### src/rtl/round_pack_arbiter.sv
// Two-requester round-robin front end for a round-and-pack core: one grant in flight,
// result held in a response register until the granted requester accepts it.
module round_pack_arbiter #(
    parameter int FLAG_W  = 32,
    parameter int TIMEOUT = 15
) (
    input  logic              ap_clk,
    input  logic              ap_rst_n,
    input  logic [1:0]        req_valid,
    output logic [1:0]        req_ready,
    input  logic              req_sign0,
    input  logic              req_sign1,
    input  logic [12:0]       req_exp0,
    input  logic [12:0]       req_exp1,
    input  logic [63:0]       req_sig0,
    input  logic [63:0]       req_sig1,
    output logic [1:0]        resp_valid,
    input  logic [1:0]        resp_ready,
    output logic [63:0]       resp_data,
    output logic              resp_err,
    input  logic              flag_clr,
    output logic [FLAG_W-1:0] flags,
    output logic              core_start,
    input  logic              core_ready,
    output logic              core_zsign,
    output logic [12:0]       core_zexp,
    output logic [63:0]       core_zsig,
    output logic [FLAG_W-1:0] core_flag_i,
    input  logic [FLAG_W-1:0] core_flag_o,
    input  logic              core_flag_o_vld,
    input  logic [63:0]       core_return
);

    typedef enum logic [1:0] {IDLE, START, RESP} state_t;

    state_t            state_q, state_d;
    logic              last_q, last_d;
    logic [1:0]        req_ready_q, req_ready_d;
    logic [1:0]        resp_valid_q, resp_valid_d;
    logic [63:0]       resp_data_q, resp_data_d;
    logic              resp_err_q, resp_err_d;
    logic [FLAG_W-1:0] flags_q, flags_d;
    logic              clr_pend_q, clr_pend_d;
    logic              core_start_q, core_start_d;
    logic              zsign_q, zsign_d;
    logic [12:0]       zexp_q, zexp_d;
    logic [63:0]       zsig_q, zsig_d;
    logic [7:0]        wait_q, wait_d;
    logic              pick;

    // last_q doubles as the index of the in-flight grant while busy.
    assign pick = (req_valid == 2'b11) ? ~last_q : req_valid[1];

    always_comb begin
        state_d      = state_q;
        last_d       = last_q;
        req_ready_d  = 2'b00;
        resp_valid_d = resp_valid_q;
        resp_data_d  = resp_data_q;
        resp_err_d   = resp_err_q;
        core_start_d = core_start_q;
        zsign_d      = zsign_q;
        zexp_d       = zexp_q;
        zsig_d       = zsig_q;
        wait_d       = wait_q;
        case (state_q)
            IDLE: begin
                if (|req_valid) begin
                    last_d       = pick;
                    req_ready_d  = pick ? 2'b10 : 2'b01;
                    zsign_d      = pick ? req_sign1 : req_sign0;
                    zexp_d       = pick ? req_exp1 : req_exp0;
                    zsig_d       = pick ? req_sig1 : req_sig0;
                    core_start_d = 1'b1;
                    wait_d       = 8'd0;
                    state_d      = START;
                end
            end
            START: begin
                if (core_ready) begin
                    resp_data_d  = core_return;
                    resp_err_d   = 1'b0;
                    core_start_d = 1'b0;
                    resp_valid_d = last_q ? 2'b10 : 2'b01;
                    state_d      = RESP;
                end else if (wait_q == 8'(TIMEOUT)) begin
                    resp_data_d  = 64'd0;
                    resp_err_d   = 1'b1;
                    core_start_d = 1'b0;
                    resp_valid_d = last_q ? 2'b10 : 2'b01;
                    state_d      = RESP;
                end else begin
                    wait_d = wait_q + 8'd1;
                end
            end
            RESP: begin
                if (resp_ready[last_q]) begin
                    resp_valid_d = 2'b00;
                    state_d      = IDLE;
                end
            end
            default: state_d = IDLE;
        endcase
    end

    // A core update always wins; a clear that collides with one, or arrives while
    // busy, is parked and applied on the first quiet IDLE cycle.
    always_comb begin
        flags_d    = flags_q;
        clr_pend_d = clr_pend_q;
        if (core_flag_o_vld) begin
            flags_d = core_flag_o;
            if (flag_clr) clr_pend_d = 1'b1;
        end else if (state_q == IDLE && (flag_clr || clr_pend_q)) begin
            flags_d    = '0;
            clr_pend_d = 1'b0;
        end else if (flag_clr) begin
            clr_pend_d = 1'b1;
        end
    end

    always_ff @(posedge ap_clk or negedge ap_rst_n) begin
        if (!ap_rst_n) begin
            state_q      <= IDLE;
            last_q       <= 1'b1;
            req_ready_q  <= 2'b00;
            resp_valid_q <= 2'b00;
            resp_data_q  <= 64'd0;
            resp_err_q   <= 1'b0;
            flags_q      <= '0;
            clr_pend_q   <= 1'b0;
            core_start_q <= 1'b0;
            zsign_q      <= 1'b0;
            zexp_q       <= 13'd0;
            zsig_q       <= 64'd0;
            wait_q       <= 8'd0;
        end else begin
            state_q      <= state_d;
            last_q       <= last_d;
            req_ready_q  <= req_ready_d;
            resp_valid_q <= resp_valid_d;
            resp_data_q  <= resp_data_d;
            resp_err_q   <= resp_err_d;
            flags_q      <= flags_d;
            clr_pend_q   <= clr_pend_d;
            core_start_q <= core_start_d;
            zsign_q      <= zsign_d;
            zexp_q       <= zexp_d;
            zsig_q       <= zsig_d;
            wait_q       <= wait_d;
        end
    end

    assign req_ready   = req_ready_q;
    assign resp_valid  = resp_valid_q;
    assign resp_data   = resp_data_q;
    assign resp_err    = resp_err_q;
    assign flags       = flags_q;
    assign core_flag_i = flags_q;
    assign core_start  = core_start_q;
    assign core_zsign  = zsign_q;
    assign core_zexp   = zexp_q;
    assign core_zsig   = zsig_q;

endmodule

### config.mk
export PLATFORM = sky130hd
export DESIGN_NAME = round_pack_arbiter
export DESIGN_NICKNAME = d
export VERILOG_FILES = /design/src/rtl/round_pack_arbiter.sv
export SDC_FILE = /design/constraint.sdc
export NUM_CORES = 1
export LEC_CHECK = 0
export CORE_AREA = 5 5 183 185
export CTS_CLUSTER_DIAMETER = 80
export DETAILED_ROUTE_END_ITERATION = 8
export DIE_AREA = 0 0 188 190
export SYNTH_ARGS = -nofsm -noshare
export SYNTH_HDL_FRONTEND = slang
export SYNTH_SLANG_ARGS = --single-unit
### constraint.sdc
create_clock -name ap_clk -period 2.45 [get_ports ap_clk]
set_clock_uncertainty 0.05 [all_clocks]
set_input_delay 0.49 -clock ap_clk [delete_from_list [all_inputs] [get_ports ap_clk]]
set_output_delay 0.49 -clock ap_clk [all_outputs]
set_load 0.01 [all_outputs]
Yosys cells after proc, flatten, opt, wreduce, memory -nomap -nowiden
Cells that the tools add are included.
{ "word_totals": {"register_bits": 192, "out_inout_bits": 212, "wordCells": 74} }
{ "classes": {"addsub": 1, "n_lt_le_gt_ge": 1, "n_eq_ne": 9, "n_mux": 35, "bitwise": 1, "n_reduce_logical": 14} }
{ "ops": {"columns": ["cell", "count"], "rows": [
  ["64-bit two-way mux", 3],
  ["32-bit two-way mux", 2],
  ["8-bit two-way mux", 3],
  ["2-bit two-way mux", 10],
  ["8-bit case mux with 2 select lines", 1],
  ["13-bit two-way mux", 1],
  ["1-bit two-way mux", 12],
  ["3-bit AND reduction", 3],
  ["8-bit by 1-bit adder with 8-bit output (second input constant)", 1],
  ["8-bit by 4-bit equality test with 1-bit output (second input constant)", 1],
  ["2-bit inequality test (second input constant)", 4],
  ["2-bit nonzero test", 4],
  ["2-bit case mux with 3 select lines", 1],
  ["2-bit equality test (second input constant)", 2],
  ["2-bit case mux with 2 select lines", 1],
  ["2-bit AND reduction", 2],
  ["4-bit AND reduction", 1],
  ["3-bit inequality test (second input constant)", 1],
  ["2-bit by 1-bit equality test with 1-bit output (second input constant)", 1],
  ["2-bit zero test", 1],
  ["1-bit by 2-bit < comparator with 1-bit output (second input constant)", 1],
  ["1-bit case mux with 2 select lines", 1],
  ["2-bit OR reduction", 1],
  ["1-bit logical AND", 1],
  ["other kinds (2)", 2]
]} }

Depth between registers and ports, before layout
Gate-level depths: netlist of the first run.
{ "depth": {"ltp_word": 5, "depth_mapped": 7} }

Worst setup path after synthesis of the first run
Ideal clock, no wire load.
{ "synth_timing": {"path_type": "input-to-reg", "from": "input req_valid[1]", "to": "register zexp_q[0] (netlist: core_zexp[0])", "setup_ps": 126, "t_arrival_ps": 1587, "t_required_ps": 2274, "slack_ps": 687, "path_stages": 5, "path_buffers": 2, "path_cell_list": "a21boi_1 nor2_1 buf_2 buf_2 a221o_1"} }
{ "synth_between": {"elab_chain_cells": 3} }
{ "synth_rtl": {"columns": ["item", "line_no", "rtl"], "rows": [
  ["start, declared", "9", "input logic [1:0] req_valid,"],
  ["2-bit equality test", "52", "assign pick = (req_valid == 2'b11) ? ~last_q : req_valid[1];"],
  ["1-bit two-way mux", "52", null],
  ["13-bit two-way mux", "72", "zexp_d = pick ? req_exp1 : req_exp0;"],
  ["end signal, assigned", "148", "zexp_q <= zexp_d;"],
  ["end, declared", "46", "logic [12:0] zexp_q, zexp_d;"]
]} }
Several ways; a longest one is shown, not always the timed one.
A chain may end at the register's enable or synchronous reset.

Final worst setup path of the first run
{ "layout_timing": {"from": "register zexp_q[1] (netlist: core_zexp[1])", "to": "output core_zexp[1]"} }
{ "layout_rtl": {"columns": ["item", "line_no", "rtl"], "rows": [
  ["end, declared", "26", "output logic [12:0] core_zexp,"]
]} }
No word-level cell between the ends.

==> results of run 1 <==
## registers in the layout, indices dropped and copies added (netlist names), 2 cells and up
signal and cells:
core_flag_i 32, resp_data 64, resp_valid 2, core_zexp 13, core_zsig 64, state_q 2, req_ready 2, wait_q 8
## cell usage in the layout, fill, tap and decap left out, types with 2 or more instances in the layout
cell | synthesis | layout
sky130_fd_sc_hd__diode_2 | 0 | 2
sky130_fd_sc_hd__a31oi_1 | 3 | 3
sky130_fd_sc_hd__o21ai_4 | 0 | 2
sky130_fd_sc_hd__inv_6 | 0 | 3
sky130_fd_sc_hd__a21oi_1 | 3 | 2
sky130_fd_sc_hd__nand3_1 | 6 | 6
sky130_fd_sc_hd__clkbuf_16 | 0 | 17
sky130_fd_sc_hd__and3_1 | 75 | 75
sky130_fd_sc_hd__buf_12 | 0 | 7
sky130_fd_sc_hd__a221o_1 | 75 | 75
sky130_fd_sc_hd__dfrtp_1 | 191 | 191
sky130_fd_sc_hd__clkinvlp_4 | 0 | 3
sky130_fd_sc_hd__inv_1 | 3 | 3
sky130_fd_sc_hd__clkbuf_1 | 37 | 2
sky130_fd_sc_hd__clkinv_2 | 0 | 3
sky130_fd_sc_hd__nor2_1 | 4 | 3
sky130_fd_sc_hd__clkdlybuf4s50_1 | 0 | 471
sky130_fd_sc_hd__buf_4 | 32 | 13
sky130_fd_sc_hd__nor2_4 | 1 | 3
sky130_fd_sc_hd__clkinv_4 | 0 | 2
sky130_fd_sc_hd__a22o_1 | 96 | 96
sky130_fd_sc_hd__mux2i_1 | 6 | 6
sky130_fd_sc_hd__nand2b_1 | 3 | 3
sky130_fd_sc_hd__o21ai_0 | 6 | 6
sky130_fd_sc_hd__a21boi_0 | 2 | 2
sky130_fd_sc_hd__nand2_1 | 12 | 12
## how the worst min path moves through the flow
stage / slack [ns] / end / start / cells past startpoint
floorplan: 0.14 / clr_pend_q / ap_rst_n / 0
global placement: 0.42 / core_zsign / core_zsign / 2
detailed placement: 0.42 / wait_q[7] / wait_q[7] / 1
CTS: 0.44 / wait_q[7] / wait_q[7] / 1
global route: 0.46 / resp_data[23] / resp_data[23] / 1
finish: 0.44 / core_zsig[63] / core_zsig[63] / 2
## layer usage
layer,track usage [%],routed length (um),vias up
met1,18.68,11750,3368
met2,27.00,14580,329
met3,6.679,2712,34
li1,-,-,3133
met5,0,27,-
met4,5.731,684,4
## kinds of logic (layout without fill, tap and decap cells)
family	Yosys count	in the layout	synth area share (%)
AOI/OAI and AO/OA	195	195	22.62
DFF	192	192	61.52
and+or+nand+nor	109	109	8.281
buffers and inverters	90	528	6.391
muxes	7	7	0.9130
adders and majority gates	1	1	0.1602
xor gates and xnor gates	1	1	0.1121
other	0	2	0
## area by class of cell
class | count | area, um2 | share of cell area [%]
Inverter | 3 | 11.26 | 0.08401
Timing Repair Buffer | 493 | 4976 | 37.12
Multi-Input combinational cell | 313 | 2554 | 19.05
Antenna cell | 2 | 5.005 | 0.03734
Sequential cell | 192 | 4806 | 35.85
Clock inverter | 13 | 108.9 | 0.8121
Tap cell | 408 | 510.5 | 3.808
Clock buffer | 19 | 432.9 | 3.230
## power by group
| group | switching (mW) | total [mW] | internal (mW) |
|---|---|---|---|
| clock network | 1.31 | 2.63 | 1.32 |
| registers | 0.842 | 5.35 | 4.51 |
| logic | 3.14 | 7.32 | 4.17 |
| total | 5.29 | 15.3 | 10.0 |
## cells in the mapped netlist (all sizes together) (2+ instances only)
master,number
a21oi,3
nand3,6
clkbuf,37
o21ai,8
and3,75
a21boi,3
nor2,6
dfrtp,191
inv,3
a221o,75
and2,2
nand2,12
a22o,96
a31oi,3
nand2b,3
buf,50
mux2i,6
## timing repair
item | CTS | global route
hold buffers | 1 | 0
buffers inserted | 0 | 0
hold endpoints to repair | 44 | 0
==> results by stage, run 1 <==
Worst setup path:
- The worst setup path endpoint is core_zexp[1].
- Across all register-to-register paths, the minimum setup slack is approximately 0.49 ns.
- The required time at the worst-slack endpoint is 1.91 ns.
- The worst path buffer plus inverter count is 1.
- The critical path goes through clkdlybuf4s50_1.
- The startpoint of the worst-slack reg-to-reg timing path is wait_q[0].
- The stage delay of the slowest cell on the critical path is around 0.60 ns.
- Counting cells, the worst reg-to-reg path comes to 6.
- On the critical path, the stage with the largest delay is an instance of sky130_fd_sc_hd__clkdlybuf4s50_1.
- The worst setup path is captured at an output port.
- The launching element type of the critical path is a flop.
- In this run the number of cells on the critical path is 1.
- The worst setup path startpoint is core_zexp[1].
- Of all nets on the critical path, the largest fanout is 2.
- The critical path in this run is classified as reg2out.
- The largest delay contributor family on the critical path is buffers and inverters.
- The destination of the worst register-to-register timing path is resp_data[24].
- Data on the critical path arrives at its endpoint at 1.42 ns.

Timing:
- Setup violations remaining at the end of the flow were counted as 0.
- The worst pin sits at a relative slew slack of between 60 and 70%.
- Summed over all failing endpoints, the final setup total negative slack is 0 ns.
- The routed design could run at a clock period as short as 1.959 ns.
- The final setup slack of the worst path is 0.4910 ns.
- The total count of hold-check failures in the final report is 0.
- Setup repair after global routing left no endpoint under its margin.
- The tightest hold path in the finished design has a slack of 0.4397 ns.
- The number of pins exceeding their max-slew limit in the final report was 0.
- In the finished design, the share of the clock period the worst path needs comes to 79.96%.
- Based on the critical path, the design can be clocked at up to 510.5 MHz.
- For the pin with the worst max-slew slack, the measured transition is 0.4719 ns.

Drt:
- The mean number of vias per cell is roughly 4.8.
- In this run the remaining antenna-violating nets after routing total 0.
- The detail-routed net length per standard cell is 20.62 um.
- The total number of vias is 6,868.
- The number of DRC markers in iteration 0 is 293.
- The detailed-router iteration count before antenna repair is 4.
- The DRC violations left is 0.
- After detailed routing, the total wire length is 29,760 um.

Synth:
- The sequential fraction of the synthesis area is a little over 60%.
- The proportion of register bits with asynchronous set or reset after synthesis is 100.0%.
- The netlist uses 40 different library cells.
- Synthesis produced 595 cells.
- The average footprint of a synthesized cell is 13.13 um2.
- The library cell with the largest summed area after synthesis is sky130_fd_sc_hd__dfrtp_1.
- The dominant register cell in the synthesized netlist is sky130_fd_sc_hd__dfrtp_1.
- Of the post-synthesis cell area, the dominant cell type holds 61.19%.
- When the netlist entered floorplanning its net count stood at 857.
- For this run, the number of Yosys warnings is 0.
- Ranked by total cell area, the synthesized netlist is headed by sky130_fd_sc_hd__dfrtp_1 (61%), sky130_fd_sc_hd__a22o_1 (11%), sky130_fd_sc_hd__a221o_1 (9.6%).
- The mapped netlist covers 0.007811 mm2.
- Counting flops and latches in the post-synthesis netlist gives around 190.
- The count of flip-flops with a built-in enable after synthesis is 0.

Die:
- Measured along the x axis, the die boundary spans 188 um.
- The placement row count is 66.
- between 400 and 500 I/O pins were placed.
- The initial utilization of the core area, before any placement, comes to 24.51%.
- The floorplan step defined a core boundary enclosing 0.03188 mm2.
- In this run the vertical extent of the chip is 190 um.
- The die footprint is ~0.036 mm2.

Power:
- The maximum VDD drop is about 0.00055 V.
- The final total power is 15.30 mW.
- The total power divided by cell area is 1142 mW/mm2.
- The analysis attributes to cell leakage a power of 5.881 nW.

CTS:
- In this run the clock root is driven by a sky130_fd_sc_hd__clkbuf_16.
- The TritonCTS buffer count is 17.
- The clock latency of the later-clocked register in the worst-skew pair is roughly 0.42 ns.
- The post-cts resize count is 0.
- The TritonCTS clock tree is yes.
- The clock passes through at most 2 buffers.
- The number of sinks handled by clock tree synthesis is 192.
- The CTS H-tree depth is 4.
- The clock edge transition at the registers on the reported setup and hold paths is 0.08 ns.

Global route:
- Entering global routing, the biggest net connects 69 pins.
- The total overflow left after global routing is 0.
- The number of global-route vias before repair came to between 7,000 and 8,000.
- The number of antenna violations at the first check in global routing is 4.
- The global-route wire length before repair is 44,960 um.
- Across every metal layer, demand over resource in global routing totals roughly 16%.

Placed design:
- At the placement stage, the worst setup path has a slack of 0.2784 ns.
- Input and output buffers added on the ports amount to 472.
- At the end of routability-driven placement, the weighted congestion stood at 0.7917.
- The placed cell count is ~1,400.
- Summing all placed instances gives a cell area of 0.01285 mm2.
- Summed over all nets, the half-perimeter wirelength after detailed placement is 21,990 um.

Final layout:
- Once layout is complete, the cells apart from fillers number between 1,000 and 1,500.
- Counting the fill cells in the layout gives 3,030.
- The area of all placed cells without fillers is 0.01340 mm2.
- The post-layout net count is roughly 1,300.
- Cells fill 42.05% of the core in the end.
- The synthesis-to-finish area growth is 71.60%.
- The fraction of layout cells with a size suffix above 1 is 6.292%.

Run status:
- The run finished with clean final reports.

Job:
- The number of violations of the max-capacitance limit is 0.

Hold path:
- The path class of the tightest hold or removal check is reg2reg.
Note: power is estimated with default switching activity, not from simulation.
==> run 2, diff against run 1 <==
clock period = 1.95 ns   (was 2.45 ns; I/O delays follow)
==> run 2 against run 1 <==
Compared with the run above:
- hold slack worse by 0.043 ns
- critical path depth rose by 4
- global-route usage is 0.052 points higher
- core utilization rose by 0.51 points
- sequential share of layout area decreased by 0.43 points
- via count grew 0.31%
- register-to-register slack got worse by 0.42 ns
- largest cell class unchanged
==> results by stage, run 2 (synthesis results as in run 1) <==
Run status:
- The flow ran to the end, and the final reports show no timing, DRC or antenna violations.

Final layout:
- The final core area utilization is between 40% and 50%.
- The top cell types in the final layout, fill and taps aside, are sky130_fd_sc_hd__clkdlybuf4s50_1 (471), sky130_fd_sc_hd__dfrtp_1 (191), sky130_fd_sc_hd__a22o_1 (96).
- Counting the fill cells in the layout gives 2,985.
- The fraction of layout cells with a size suffix above 1 is 6.936%.
- Leaving out fill and tap cells, the most frequent cell in the layout is sky130_fd_sc_hd__clkdlybuf4s50_1.
- The synthesis-to-finish area growth is 73.70%.
- For this run, the post-layout net count is 1,287.

CTS:
- The root buffer cell chosen for the clock tree is sky130_fd_sc_hd__clkbuf_16.
- The later pin in the worst-skew pair is clocked with a latency of around 0.43 ns.
- The number of setup buffers added after CTS is 0.
- The CTS H-tree depth is 4.
- The TritonCTS clock tree is yes.
- The number of sinks handled by clock tree synthesis is 192.
- The number of clock buffers added by TritonCTS is 17.
- The clock edge transition at the registers on the reported setup and hold paths is 0.08 ns.
- The number of buffers between clock root and the deepest sink is 2.

Power:
- In this run, the combinational gates consume 47.2% of the power.
- The internal power is 13.01 mW.
- In this run, flip-flops and latches consume 34.0% of the power.
- The switching power of the nets is 6.761 mW.
- Of the total power, the clock network draws 18.7%.
- Net switching is 34.20% of the power.
- The leakage component of the power is 5.959 nW.
- The total power divided by cell area is 1457 mW/mm2.
- The maximum VDD drop is 0.0006432 V.

Global route:
- The global-route wire length before repair is 45,430 um.
- Entering global routing, the biggest net connects 67 pins.
- The number of antenna violations at the first check in global routing was 2.
- The total global routing overflow is 0.
- The number of global-route vias before repair is about 7,400.
- In the global route stage, overall resource usage came out at 16.19%.

Timing:
- The share of the clock period used by the worst path after layout is 96.29%.
- The time the worst path needs with I/O delays and setup is 1.878 ns.
- The final number of setup-violating endpoints is 0.
- For the pin with the worst max-slew slack, the measured transition is ~0.46 ns.
- The worst slack on hold paths is 0.3966 ns.
- The remaining max-slew budget at the tightest pin is 69.41%.
- The top achievable clock speed is around 530 MHz.
- The number of pins exceeding their max-slew limit in the final report came to 0.
- Setup repair after global routing left no endpoint under its margin.
- The total count of hold-check failures in the final report is 0.

Worst setup path:
- The setup path with the least slack is of type reg2reg.
- The worst setup path is captured at a flop.
- The largest delay contributor family on the critical path is simple AND/OR/NAND/NOR gates.
- The slowest library cell on the worst path is sky130_fd_sc_hd__or4_4.
- The maximum fanout along the worst path is 64.
- Together, buffers and inverters on the worst path number 1.
- The stage delay of the slowest cell on the critical path is 0.60 ns.
- The required time at the worst-slack endpoint is ~2.2 ns.
- The signal on the critical path passes through or4_4 -> nor2_4 -> o21ai_4 -> buf_12 -> a22o_1.
- STA classifies the critical path startpoint as a flop.
- The endpoint arrival time on the critical path is 2.14 ns.

Die:
- The placement row count is 66.
- The die is between 150 and 200 um wide.
- The region available for standard cell placement spans 0.03188 mm2.
- The floorplan step defined a die boundary enclosing approximately 0.036 mm2.
- The number of top-level pins is 473.
- The height of the chip is 190 um.
- Once the floorplan was initialized, standard cells occupied 24.51% of the core.

Drt:
- After detailed routing, the average wire length per cell comes to 20.58 um.
- The first TritonRoute pass finished after 4 iterations.
- The total number of vias is 6,889.
- After detailed routing, the number of remaining DRC violations is 0.
- The number of nets with antenna violations after detailed routing is 0.
- The routed wire length is between 20,000 and 30,000 um.
- In the routed layout, each cell is associated on average with a via count of ~4.8.
- The number of DRC markers in iteration 0 is 255.

Placed design:
- The count of input and output buffers is roughly 470.
- The HPWL after detailed placement is 21,820 um.
- Routability-driven placement finished with a final weighted congestion of 0.7685.

Hold path:
- The path type of the worst min-delay path is in2async.

Job:
- Across the run, the number of max-cap violations was 0.
run 2: repair_timing:
item,CTS,global route
hold buffers,1,0
gates resized for setup,0,0
endpoints found under the hold margin,42,0
run 2: area by class of cell:
class	count	area [um2]	share of cell area, %
well taps	408	510.5	3.762
multi-input cells	313	2554	18.82
inverters	3	11.26	0.08300
repair buffers	498	5076	37.41
clock buffers	18	439.2	3.237
clock inverters	14	168.9	1.245
flip-flops and latches	192	4806	35.42
diodes	1	2.502	0.01844
run 2: per-stage QoR:
stage          power (mW)  cells  setup WS (ns)  cell area (um2)  TNS [ns]
6_report            19.77   1447        0.07228            13570         0
5_1_grt             20.96   1447        0.01309            13570         0
4_1_cts             20.06   1446        0.01864            13570         0
3_5_place_dp        16.20   1413       -0.08869            12950    -4.093
3_3_place_gp        16.13   1413       -0.04567            12950    -2.166
2_1_floorplan       10.78    595         0.1881             7811         0
run 2: power by group through the flow:
stage | sequential [mW] | combinational (mW) | clock (mW)
2_1_floorplan | 7.36 | 3.42 | 0
3_3_place_gp | 6.76 | 9.37 | 0
3_5_place_dp | 6.73 | 9.47 | 0
4_1_cts | 6.74 | 9.48 | 3.84
5_1_grt | 6.96 | 9.99 | 4.01
6_report | 6.73 | 9.34 | 3.70
run 2: final timing paths:
check,from,end,slack [ns],depth (start not counted)
hold reg to reg,core_zsign,core_zsign,0.44,2
max in group asynchronous,ap_rst_n,last_q,0.77,3
setup reg to reg,wait_q[5],resp_data[26],0.07,5
min in group ap_clk,core_zsign,core_zsign,0.44,2
hold / removal,ap_rst_n,core_zsig[14],0.40,2
setup / recovery,wait_q[5],resp_data[26],0.07,5
run 2: per-layer routing:
layer / track usage (%) / wire [um] / up-vias
li1: - / - / 3127
met4: 4.517 / 444 / 2
met5: 0 / 13 / -
met1: 19.08 / 12140 / 3416
met3: 6.147 / 2524 / 24
met2: 27.71 / 14660 / 320
